===== config.mk =====
export PLATFORM = sky130hd
export DESIGN_NAME = rob_alloc_flat
export DESIGN_NICKNAME = d
export VERILOG_FILES = /design/src/rtl/rob_alloc_if.sv /design/src/rtl/rob_alloc.sv /design/src/flat_wrapper.sv
export SDC_FILE = /design/constraint.sdc
export NUM_CORES = 1
export LEC_CHECK = 0
export CAP_MARGIN = 20
export CORE_UTILIZATION = 30
export CTS_CLUSTER_SIZE = 40
export DETAILED_ROUTE_END_ITERATION = 8
export PLACE_DENSITY_LB_ADDON = 0.15
export SLEW_MARGIN = 5
export SYNTH_ARGS = -nofsm -noshare
export SYNTH_HDL_FRONTEND = slang
export SYNTH_SLANG_ARGS = --single-unit

===== constraint.sdc =====
create_clock -name clk -period 4.2 [get_ports clk]
set_input_delay 0.42 -clock clk [delete_from_list [all_inputs] [get_ports clk]]
set_output_delay 0.42 -clock clk [all_outputs]
set_load 0.01 [all_outputs]

===== src/rtl/rob_alloc_if.sv =====
// Dispatch-side bundle between the dispatch stage and the ROB entry allocator.
interface rob_alloc_if #(
    parameter int ENTRY_SEL = 6
);
    logic [1:0]           req_num_i;
    logic                 stall_i;
    logic [1:0]           commit_num_i;
    logic [ENTRY_SEL-1:0] commit_ptr_i;
    logic                 flush_i;
    logic                 dp1_o;
    logic [ENTRY_SEL-1:0] dp1_addr_o;
    logic                 dp2_o;
    logic [ENTRY_SEL-1:0] dp2_addr_o;
    logic                 allocatable_o;
    logic [ENTRY_SEL:0]   freenum_o;
    logic                 full_o;
    logic                 empty_o;

    modport master (
        output req_num_i, stall_i, commit_num_i, commit_ptr_i, flush_i,
        input  dp1_o, dp1_addr_o, dp2_o, dp2_addr_o, allocatable_o,
               freenum_o, full_o, empty_o
    );

    modport slave (
        input  req_num_i, stall_i, commit_num_i, commit_ptr_i, flush_i,
        output dp1_o, dp1_addr_o, dp2_o, dp2_addr_o, allocatable_o,
               freenum_o, full_o, empty_o
    );
endinterface


===== src/rtl/rob_alloc.sv =====
// ROB entry allocator: grants up to two consecutive slots per cycle, tracks tail and free count.
// Define ROB_ALLOC_BYPASS_EN to let this cycle's commits count toward allocatable entries.
module rob_alloc #(
    parameter int ENTRY_NUM = 64,
    parameter int ENTRY_SEL = 6
) (
    input logic        clk,
    input logic        reset,
    rob_alloc_if.slave bus
);
    localparam logic [ENTRY_SEL:0] FREE_MAX = (ENTRY_SEL+1)'(ENTRY_NUM);

    logic [ENTRY_SEL-1:0] tail_ptr;
    logic [ENTRY_SEL:0]   freenum;
    logic [ENTRY_SEL:0]   avail;
    logic [ENTRY_SEL:0]   commit_ext;
    logic [ENTRY_SEL:0]   alloc_ext;
    logic [ENTRY_SEL:0]   req_ext;
    logic [1:0]           req_eff;
    logic [1:0]           alloc_num;
    logic                 allocatable;
    logic                 grant;
    logic                 dp1;
    logic                 dp2;

    always_comb begin
        // An illegal request of 3 is handled as no request.
        req_eff     = (bus.req_num_i == 2'd3) ? 2'd0 : bus.req_num_i;
        req_ext     = {{(ENTRY_SEL-1){1'b0}}, req_eff};
        commit_ext  = {{(ENTRY_SEL-1){1'b0}}, bus.commit_num_i};
`ifdef ROB_ALLOC_BYPASS_EN
        avail       = freenum + commit_ext;
`else
        avail       = freenum;
`endif
        allocatable = (avail >= req_ext);
        grant       = allocatable && !bus.stall_i && !bus.flush_i && !reset;
        dp1         = grant && (req_eff >= 2'd1);
        dp2         = grant && (req_eff == 2'd2);
        alloc_num   = {1'b0, dp1} + {1'b0, dp2};
        alloc_ext   = {{(ENTRY_SEL-1){1'b0}}, alloc_num};
    end

    always_ff @(posedge clk or posedge reset) begin
        if (reset) begin
            tail_ptr <= '0;
            freenum  <= FREE_MAX;
        end else if (bus.flush_i) begin
            tail_ptr <= bus.commit_ptr_i + ENTRY_SEL'(bus.commit_num_i);
            freenum  <= FREE_MAX;
        end else begin
            tail_ptr <= tail_ptr + ENTRY_SEL'(alloc_num);
            freenum  <= freenum + commit_ext - alloc_ext;
        end
    end

    assign bus.dp1_o         = dp1;
    assign bus.dp2_o         = dp2;
    assign bus.dp1_addr_o    = tail_ptr;
    assign bus.dp2_addr_o    = tail_ptr + ENTRY_SEL'(1);
    assign bus.allocatable_o = allocatable;
    assign bus.freenum_o     = freenum;
    assign bus.full_o        = (freenum == '0);
    assign bus.empty_o       = (freenum == FREE_MAX);
endmodule

===== src/flat_wrapper.sv =====
// flat-port wrapper written by rule: the top's interface ports become plain ports
module rob_alloc_flat 
#(
    parameter int ENTRY_NUM = 64,
    parameter int ENTRY_SEL = 6
)
  (clk, reset, bus_req_num_i, bus_stall_i, bus_commit_num_i, bus_commit_ptr_i, bus_flush_i, bus_dp1_o, bus_dp1_addr_o, bus_dp2_o, bus_dp2_addr_o, bus_allocatable_o, bus_freenum_o, bus_full_o, bus_empty_o);
  rob_alloc_if #(.ENTRY_SEL(ENTRY_SEL)) bus_i ();
  input logic clk;
  input logic reset;
  input wire logic [$bits(bus_i.req_num_i)-1:0] bus_req_num_i;
  input wire logic [$bits(bus_i.stall_i)-1:0] bus_stall_i;
  input wire logic [$bits(bus_i.commit_num_i)-1:0] bus_commit_num_i;
  input wire logic [$bits(bus_i.commit_ptr_i)-1:0] bus_commit_ptr_i;
  input wire logic [$bits(bus_i.flush_i)-1:0] bus_flush_i;
  output wire logic [$bits(bus_i.dp1_o)-1:0] bus_dp1_o;
  output wire logic [$bits(bus_i.dp1_addr_o)-1:0] bus_dp1_addr_o;
  output wire logic [$bits(bus_i.dp2_o)-1:0] bus_dp2_o;
  output wire logic [$bits(bus_i.dp2_addr_o)-1:0] bus_dp2_addr_o;
  output wire logic [$bits(bus_i.allocatable_o)-1:0] bus_allocatable_o;
  output wire logic [$bits(bus_i.freenum_o)-1:0] bus_freenum_o;
  output wire logic [$bits(bus_i.full_o)-1:0] bus_full_o;
  output wire logic [$bits(bus_i.empty_o)-1:0] bus_empty_o;
  assign bus_i.req_num_i = bus_req_num_i;
  assign bus_i.stall_i = bus_stall_i;
  assign bus_i.commit_num_i = bus_commit_num_i;
  assign bus_i.commit_ptr_i = bus_commit_ptr_i;
  assign bus_i.flush_i = bus_flush_i;
  assign bus_dp1_o = bus_i.dp1_o;
  assign bus_dp1_addr_o = bus_i.dp1_addr_o;
  assign bus_dp2_o = bus_i.dp2_o;
  assign bus_dp2_addr_o = bus_i.dp2_addr_o;
  assign bus_allocatable_o = bus_i.allocatable_o;
  assign bus_freenum_o = bus_i.freenum_o;
  assign bus_full_o = bus_i.full_o;
  assign bus_empty_o = bus_i.empty_o;
  rob_alloc #(.ENTRY_NUM(ENTRY_NUM), .ENTRY_SEL(ENTRY_SEL)) u_core (.clk(clk), .reset(reset), .bus(bus_i));
endmodule

---- Word-level counts from Yosys, hierarchy flattened ----
Cells that the tools add are included.
word-level totals
  memory bits (writable) .................. 0
  latch bits .............................. 0
  input port bits ......................... 14
  memories ................................ 0
  ROM bits ................................ 0
  register bits after elaboration ......... 13
cells by class
  order comparisons ....................... 2
  shifts and indexed selects .............. 0
  multiplexer cells ....................... 3
  reduce and logical (&&, ||, !) cells .... 9
  bitwise logic cells ..................... 0
  div/mod/pow operators ................... 0
  add/sub/neg operators ................... 6
  equality and inequality tests ........... 3
  multiply operators ...................... 0
operators by type and width
  operator                                                            number
  adder 6 x 2 -> 6 bit                                                2
  adder 7 x 2 -> 7 bit                                                1
  == test 7 bit (second input constant)                               1
  greater-or-equal comparator 7 x 2 -> 1 bit                          1
  logical NOT 7 bit                                                   1
  two-way mux 7 bit                                                   1
  subtractor 7 x 2 -> 7 bit                                           1
  adder 6 x 1 -> 6 bit (second input constant)                        1
  two-way mux 6 bit                                                   1
  logical AND 1 bit                                                   5
  == test 2 bit (second input constant)                               2
  logical NOT 1 bit                                                   3
  adder 1 x 1 -> 2 bit                                                1
  greater-or-equal comparator 2 x 1 -> 1 bit (second input constant)  1
  two-way mux 2 bit                                                   1

---- Logic depth before layout (Yosys ltp) ----
Gate-level depths: netlist of run 1.
  word-level depth ........................ 10
  depth in mapped cells ................... 17
  gate-level depth less buffers ........... 17

---- Worst setup path after synthesis of run 1 ----
No wires, ideal clock.
  kind .................................... input to register
  start point ............................. in bus_req_num_i[1]
  end point ............................... reg u_core.freenum[6], in the netlist u_core.bus.freenum_o[6]
  stages on the path ...................... 14
  library setup time ...................... 0.094 ns
  arrival time ............................ 3.343 ns
  buffers on the path ..................... 0
  data required time ...................... 4.106 ns
  setup slack ............................. 0.763 ns
  cells stage by stage .................... inv_1 > ha_1 > ha_1 > inv_1 > o32ai_1 > a221o_1 > and3b_1 > ha_1 > fa_1 > inv_1 > fa_1 > a21oi_1 > o21bai_1 > a311oi_1
on the way
  cells in the longest elaborated chain, start to end .. 10
  elaborated cells between the ends (all ways) .. 13
RTL lines
  item                                          RTL line            RTL
  start: declaration                            flat_wrapper.sv:11  input wire logic [$bits(bus_i.req_num_i)-1:0] bus_req_num_i;
  == test 2 bit                                 rob_alloc.sv:28     req_eff = (bus.req_num_i == 2'd3) ? 2'd0 : bus.req_num_i;
  two-way mux 2 bit *                           rob_alloc.sv:28
  greater-or-equal comparator 7 x 2 -> 1 bit *  rob_alloc.sv:36     allocatable = (avail >= req_ext);
  net bus_allocatable_o                         flat_wrapper.sv:20  output wire logic [$bits(bus_i.allocatable_o)-1:0] bus_allocatable_o;
  logical AND 1 bit * (3 in a row)              rob_alloc.sv:37     grant = allocatable && !bus.stall_i && !bus.flush_i && !reset;
  logical AND 1 bit *                           rob_alloc.sv:38     dp1 = grant && (req_eff >= 2'd1);
  net bus_dp1_o                                 flat_wrapper.sv:16  output wire logic [$bits(bus_i.dp1_o)-1:0] bus_dp1_o;
  adder 1 x 1 -> 2 bit *                        rob_alloc.sv:40     alloc_num = {1'b0, dp1} + {1'b0, dp2};
  subtractor 7 x 2 -> 7 bit *                   rob_alloc.sv:53     freenum <= freenum + commit_ext - alloc_ext;
  two-way mux 7 bit *                           rob_alloc.sv:48     end else if (bus.flush_i) begin
  end signal: assignment                        rob_alloc.sv:53
  end: declaration                              rob_alloc.sv:14     logic [ENTRY_SEL:0] freenum;
The timed path passes the listed nets; every way through them passes the cells marked *.

---- Final worst setup path of run 1 ----
  start point ............................. in bus_req_num_i[1]
  end point ............................... reg u_core.freenum[6], in the netlist u_core.bus.freenum_o[6]
on the way
  cells in the longest elaborated chain, start to end .. 10
  elaborated cells between the ends (all ways) .. 13
RTL lines
  item                                        RTL line
  == test 2 bit                               rob_alloc.sv:28
  two-way mux 2 bit *                         rob_alloc.sv:28
  greater-or-equal comparator 7 x 2 -> 1 bit  rob_alloc.sv:36
  logical AND 1 bit (3 in a row)              rob_alloc.sv:37
  logical AND 1 bit (on tied branches)        rob_alloc.sv:38, rob_alloc.sv:39
  adder 1 x 1 -> 2 bit *                      rob_alloc.sv:40
  subtractor 7 x 2 -> 7 bit *                 rob_alloc.sv:53
  two-way mux 7 bit *                         rob_alloc.sv:48
Mark *: on every way between the ends. The rest lies on a longest branch, timed or not.

==> results.py, run 1 <==
metrics = {
    "timing": {
        "post-route-period-util_pct": 91.7,
        "slew_violations": 0,
        "setup_viol": 0,
        "period_needed_ns": 3.85,
        "finalHoldViolCount": 0,
        "relSlewSlack_pct": 63.5,
        "rsz0062_at_grt": "no",
        "fmax_mhz": 260,
        "finClkSkew_ns": 0.000993,
        "timing.setup.tns_ns": 0,
        "tightest_slew_ns": 0.547,
    },
    "drt": {
        "drc": 0,
        "via_count": 1095,
        "wl_met3_um": 156,
        "ant_nets": 0,
        "vias_per_cell": 4.76,
        "wl_um": 2990,
        "top_layer": "met4",
        "wl_per_cell_um": 13.0,
        "drtIter0Drc": 17,
        "dr_wl_met2_um": 1420,
        "drt-met1-wl_um": 1400,
        "drt_first_pass_iters": 4,
    },
    "global_routing": {
        "gr-usage-all-layers_pct": 13.8,
        "antenna_found_initial": 0,
        "grt_max_degree": 16,
        "grt-ovfl-total": 0,
        "grt_pass1_wl_um": 4640,
        "grt_pass1_vias": 1030,
    },
    "pwr": {
        "p_int_uw": 522,
        "worst_ir_drop_vdd_v": 0.000131,
        "power_density_mw_per_mm2": 508,
        "p_leak_nw": 0.820,
        "clkPwrFrac_pct": 13.2,
        "p_sw_uw": 379,
        "swShare_pct": 42.1,
        "power.share.combinational_pct": 63.6,
        "seq_power_share_pct": 23.2,
    },
    "logic_synthesis": {
        "syn_inst": 142,
        "yosys_warnings": 0,
        "syn_avg_cell_area_um2": 9.26,
        "ys_types": 35,
        "synth_seq_cells": 13,
        "synth_edf_count": 0,
        "netlist_area_mm2": 0.00132,
        "ys_seq_area_share_pct": 24.8,
        "synth_ff_type": "dfrtp_1",
        "synth_nets": 184,
        "async_reset_ff_share_pct": 100,
    },
    "cts": {
        "h-tree-depth": 1,
        "clockRootBuffer": "clkbuf_8",
        "post_cts_buffers": 0,
        "hold_buffers": 0,
        "numCtsBuffers": 3,
        "cts.sinks": 13,
        "cts.repair.resized": 0,
        "clk_latency_ns": 0.25,
        "cts_buffer_depth": 2,
        "clk_pin_slew_ns": 0.06,
        "cts_tree": "built",
    },
    "finish": {
        "final_common_cell": "clkdlybuf4s50_1",
        "fill_cells": 421,
        "nets": 223,
        "regArea_um2": 327,
        "stdcell_area_mm2": 0.00178,
        "diodes": 0,
        "area_growth_pct": 35.0,
        "multi_input_area_um2": 866,
        "drive_gt1_share_pct": 4.44,
        "final_cell_mix": "clkdlybuf4s50_1 (37), inv_1 (25), ha_1 (24)",
    },
    "place": {
        "port_buffers": 37,
        "place.gp.congestion": 0.756,
        "placed_area_mm2": 0.00173,
        "dpl.hpwl_um": 2480,
    },
    "worst_setup_path": {
        "crit_slowest_cell": "clkdlybuf4s50_1",
        "crit_path_start_kind": "input pin",
        "crit_path_end_kind": "flip-flop",
        "r2r-end": "u_core.bus.freenum_o[6]",
        "crit_type": "input pin to flip-flop",
        "worstPathArrival_ns": 4.00,
        "crit_path_max_incr_delay_ns": 0.50,
        "crit_chain": "clkdlybuf4s50_1 -> inv_1 -> ha_1 -> ha_1 -> inv_1 -> o32ai_1 -> a221o_1 -> and3b_1 -> ha_1 -> fa_1 -> inv_1 -> fa_1 -> a21oi_1 -> o21bai_1 -> a311oi_1",
        "critPathTopFamily": "adder cells",
        "worstPathRequired_ns": 4.35,
        "r2r_cells": 13,
        "r2r_slack_ns": 0.71,
        "cp_max_fo": 3,
        "path_buf_inv": 4,
        "reg2reg_from": "u_core.bus.freenum_o[6]",
    },
    "min_path": {
        "min_path_type": "input pin to async pin",
    },
    "die": {
        "die_w_um": 68.2,
        "ios": 38,
        "dieArea_mm2": 0.00465,
        "fp-row-count": 23,
        "start_util_pct": 32.0,
        "core_area_mm2": 0.00412,
        "dieHeight_um": 68.2,
    },
    "job": {
        "drv_cap": 0,
    },
    "outcome": {
        "status": "finished, final reports clean",
    },
}
power by group through the flow:
stage / logic (mW) / registers [mW] / clock network [mW]
floorplan: 0.350 / 0.217 / 0
global placement: 0.565 / 0.212 / 0
detailed placement: 0.576 / 0.212 / 0
CTS: 0.579 / 0.210 / 0.123
global route: 0.642 / 0.215 / 0.128
finish: 0.574 / 0.209 / 0.119
kinds of logic (layout without fill, tap and decap cells):
group / after synthesis / count (layout) / share of synthesized area, %
fa+ha+maj: 28 / 28 / 28.9
buf+inv: 30 / 68 / 9.32
simple gates: 35 / 35 / 14.3
xor+xnor: 15 / 15 / 9.99
compound gates: 16 / 16 / 8.75
mux: 5 / 5 / 3.90
flops: 13 / 13 / 24.8
cells in the mapped netlist (all sizes together) (2+ instances only):
cell    instances  area [um2]
nor2            7        28.8
fa              4        80.1
nor4            4        25.0
buf             4        25.0
inv            26        97.6
nor3            3        15.0
a311oi          2        17.5
nand2           7        26.3
nand3           4        20.0
a21oi           4        20.0
mux2i           4        40.0
o21ai           2        10.0
ha             24         300
xor2            6        52.6
dfrtp          12         300
nor2b           3        18.8
xnor2           9        78.8
a21o            3        22.5
sequential cells by signal (all words and copies together), names as in the netlist:
signal and cells:
u_core.bus.dp1_addr_o 6, u_core.bus.freenum_o 7
stage by stage:
stage               utilization, %  cells  hold WS [ns]  setup slack (ns)  power [mW]
floorplan                        -    142         0.296             0.763       0.567
global placement              42.0    226         0.639             0.222       0.778
detailed placement            42.0    226         0.631            0.0581       0.789
CTS                           43.1    230         0.571             0.308       0.912
global route                  43.1    230         0.627             0.130       0.986
finish                        43.1    230         0.552             0.350       0.902
worst max-delay path by stage:
stage,startpoint,to,slack (ns),cells past startpoint
final,bus_req_num_i[1],u_core.bus.freenum_o[6],0.35,15
after CTS,bus_req_num_i[1],u_core.bus.freenum_o[6],0.31,15
after global routing,bus_req_num_i[1],u_core.bus.freenum_o[6],0.13,15
after global placement,bus_req_num_i[1],u_core.bus.freenum_o[6],0.22,15
after detailed placement,bus_req_num_i[1],u_core.bus.freenum_o[6],0.06,15
after floorplan,bus_req_num_i[1],u_core.bus.freenum_o[6],0.76,14
worst register-to-register path: cells and delay by family (launching register included):
kind                       cells  cell delay [ns]
buffers and inverters          2             0.14
DFF                            1             0.55
adders and majority gates      4             1.38
AOI/OAI and AO/OA              5             1.06
and+or+nand+nor                2             0.26
area by class of cell:
class	count	share of cell area, %
clock buffer	4	2.54
tap	50	3.52
inverter	26	5.50
sequential	13	18.4
timing repair buffer	38	21.3
multi-input combinational	99	48.8
metal layers:
metal	track usage (%)	vias up
met3	2.67	2
met5	0	-
met1	17.2	516
met4	4.69	0
li1	-	550
met2	23.5	27
Power figures use the tool's default switching activity.
==> run 2, diff against run 1 <==
--- a/config.mk
+++ b/config.mk
@@ -9,7 +9,9 @@
 export CORE_UTILIZATION = 30
 export CTS_CLUSTER_SIZE = 40
 export DETAILED_ROUTE_END_ITERATION = 8
+export HOLD_SLACK_MARGIN = 0.03
 export PLACE_DENSITY_LB_ADDON = 0.15
+export SKIP_CTS_REPAIR_TIMING = 1
 export SLEW_MARGIN = 5
 export SYNTH_ARGS = -nofsm -noshare
 export SYNTH_HDL_FRONTEND = slang
==> results of run 2 <==
No change in the layout: final DEF, timing and power equal those of run 1.
==> run 3, diff against run 2 <==
--- a/config.mk
+++ b/config.mk
@@ -6,7 +6,9 @@
 export NUM_CORES = 1
 export LEC_CHECK = 0
 export CAP_MARGIN = 20
-export CORE_UTILIZATION = 30
+export CORE_MARGIN = 2
+export CORE_UTILIZATION = 25
+export CTS_BUF_LIST = sky130_fd_sc_hd__clkbuf_16
 export CTS_CLUSTER_SIZE = 40
 export DETAILED_ROUTE_END_ITERATION = 8
 export HOLD_SLACK_MARGIN = 0.03
==> results.py, run 3 (synthesis results as in run 1) <==
metrics = {
    "pwr": {
        "total_power_uw": 971,
        "p_leak_nw": 0.839,
        "power.share.combinational_pct": 59.4,
        "p_int_uw": 582,
        "swShare_pct": 40.1,
        "worst_ir_drop_vdd_v": 0.000177,
        "seq_power_share_pct": 21.5,
        "p_sw_uw": 389,
        "clkPwrFrac_pct": 19.1,
        "power_density_mw_per_mm2": 529,
    },
    "die": {
        "ios": 38,
        "start_util_pct": 25.7,
        "fp-row-count": 26,
        "dieArea_mm2": 0.00586,
        "dieHeight_um": 76.5,
        "die_w_um": 76.5,
        "core_area_mm2": 0.00511,
    },
    "job": {
        "drv_cap": 0,
    },
    "drt": {
        "ant_nets": 0,
        "wl_per_cell_um": 12.6,
        "vias_per_cell": 4.39,
        "drtIter0Drc": 43,
        "drc": 0,
        "via_count": 1097,
        "wl_um": 3150,
        "drt_first_pass_iters": 4,
    },
    "worst_setup_path": {
        "cp-endpoint": "u_core.bus.freenum_o[6]",
        "crit_type": "input pin to flip-flop",
        "worstPathRequired_ns": 4.35,
        "cp_max_fo": 3,
        "r2r_slack_ns": 0.71,
        "crit_path_start_kind": "input pin",
        "reg2reg_from": "u_core.bus.freenum_o[6]",
        "r2r_cells": 13,
        "crit_path_end_kind": "flip-flop",
        "worstPathArrival_ns": 4.00,
        "worstSetupStartpoint": "bus_req_num_i[1]",
        "r2r-end": "u_core.bus.freenum_o[6]",
    },
    "place": {
        "placed_area_mm2": 0.00176,
        "place.gp.congestion": 0.851,
        "port_buffers": 37,
        "dpl.hpwl_um": 2610,
    },
    "timing": {
        "relSlewSlack_pct": 62.7,
        "post-route-period-util_pct": 91.7,
        "timing.setup.tns_ns": 0,
        "tightest_slew_ns": 0.559,
        "period_needed_ns": 3.85,
        "slew_violations": 0,
        "setup_viol": 0,
        "finClkSkew_ns": 0.00174,
        "finalHoldViolCount": 0,
        "rsz0062_at_grt": "no",
        "fmax_mhz": 260,
    },
    "cts": {
        "h-tree-depth": 1,
        "clockRootBuffer": "clkbuf_16",
        "clk_pin_slew_ns": 0.05,
        "cts_buffer_depth": 2,
        "clk_latency_ns": 0.25,
        "cts.sinks": 13,
        "cts_tree": "built",
        "numCtsBuffers": 3,
    },
    "finish": {
        "final_cell_mix": "clkdlybuf4s50_1 (37), inv_1 (26), ha_1 (24)",
        "largest_register_ffs": 7,
        "final_common_cell": "clkdlybuf4s50_1",
        "nets": 223,
        "diodes": 0,
        "post-route-util_pct": 35.9,
        "stdcell_area_mm2": 0.00183,
        "area_growth_pct": 39.5,
        "drive_gt1_share_pct": 4.44,
        "fill_cells": 534,
    },
    "min_path": {
        "min_path_type": "input pin to async pin",
    },
    "global_routing": {
        "grt_pass1_vias": 1162,
        "grt_max_degree": 16,
        "antenna_found_initial": 0,
        "gr-usage-all-layers_pct": 11.8,
        "grt-ovfl-total": 0,
        "grt_pass1_wl_um": 5310,
    },
    "outcome": {
        "status": "finished, final reports clean",
    },
}
-- run 3: layout make-up --
class | instances | area, um2 | share of cell area, %
multi-input cells | 99 | 866 | 47.2
repair buffers | 38 | 378 | 20.6
flip-flops and latches | 13 | 327 | 17.8
inverters | 26 | 97.6 | 5.32
well taps | 70 | 87.6 | 4.77
clock buffers | 3 | 75.1 | 4.09
clock inverters | 1 | 3.75 | 0.205
-- run 3: critical path, cell delays in order --
cell and delay, ns:
clkdlybuf4s50_1 0.51, inv_1 0.06, ha_1 0.18, ha_1 0.27, inv_1 0.06, o32ai_1 0.08
a221o_1 0.38, and3b_1 0.19, ha_1 0.25, fa_1 0.49, inv_1 0.07, fa_1 0.46
a21oi_1 0.17, o21bai_1 0.13, a311oi_1 0.31
-- run 3: through the flow --
| stage | instances | setup slack (ns) | hold WS (ns) |
|---|---|---|---|
| 2_1_floorplan | 142 | 0.763 | 0.296 |
| 4_1_cts | 250 | 0.331 | 0.586 |
| 3_3_place_gp | 246 | 0.207 | 0.620 |
| 6_report | 250 | 0.349 | 0.558 |
| 3_5_place_dp | 246 | 0.0855 | 0.627 |
| 5_1_grt | 250 | 0.148 | 0.609 |
-- run 3: worst min path at each step --
| stage | startpoint | end | cells after the start |
|---|---|---|---|
| 3_5_place_dp | u_core.bus.dp1_addr_o[5] | u_core.bus.dp1_addr_o[5] | 2 |
| 4_1_cts | reset | u_core.bus.freenum_o[0] | 2 |
| 3_3_place_gp | u_core.bus.dp1_addr_o[5] | u_core.bus.dp1_addr_o[5] | 2 |
| 6_report | reset | u_core.bus.freenum_o[0] | 2 |
| 2_1_floorplan | reset | u_core.bus.dp1_addr_o[0] | 1 |
| 5_1_grt | reset | u_core.bus.dp1_addr_o[0] | 2 |
-- run 3: power by group through the flow --
| stage | clock, mW | sequential, mW | combinational (mW) |
|---|---|---|---|
| floorplan | 0 | 0.217 | 0.350 |
| global placement | 0 | 0.211 | 0.570 |
| detailed placement | 0 | 0.212 | 0.579 |
| CTS | 0.193 | 0.210 | 0.582 |
| global route | 0.196 | 0.218 | 0.646 |
| finish | 0.186 | 0.208 | 0.577 |
-- run 3: layer usage --
metal	wire length (um)	global-route usage, %	share of wire, %
met5	0	0	0
met3	100	2.01	3.2
met1	1450	13.7	46
met4	82	8.55	2.6
met2	1510	19.4	48
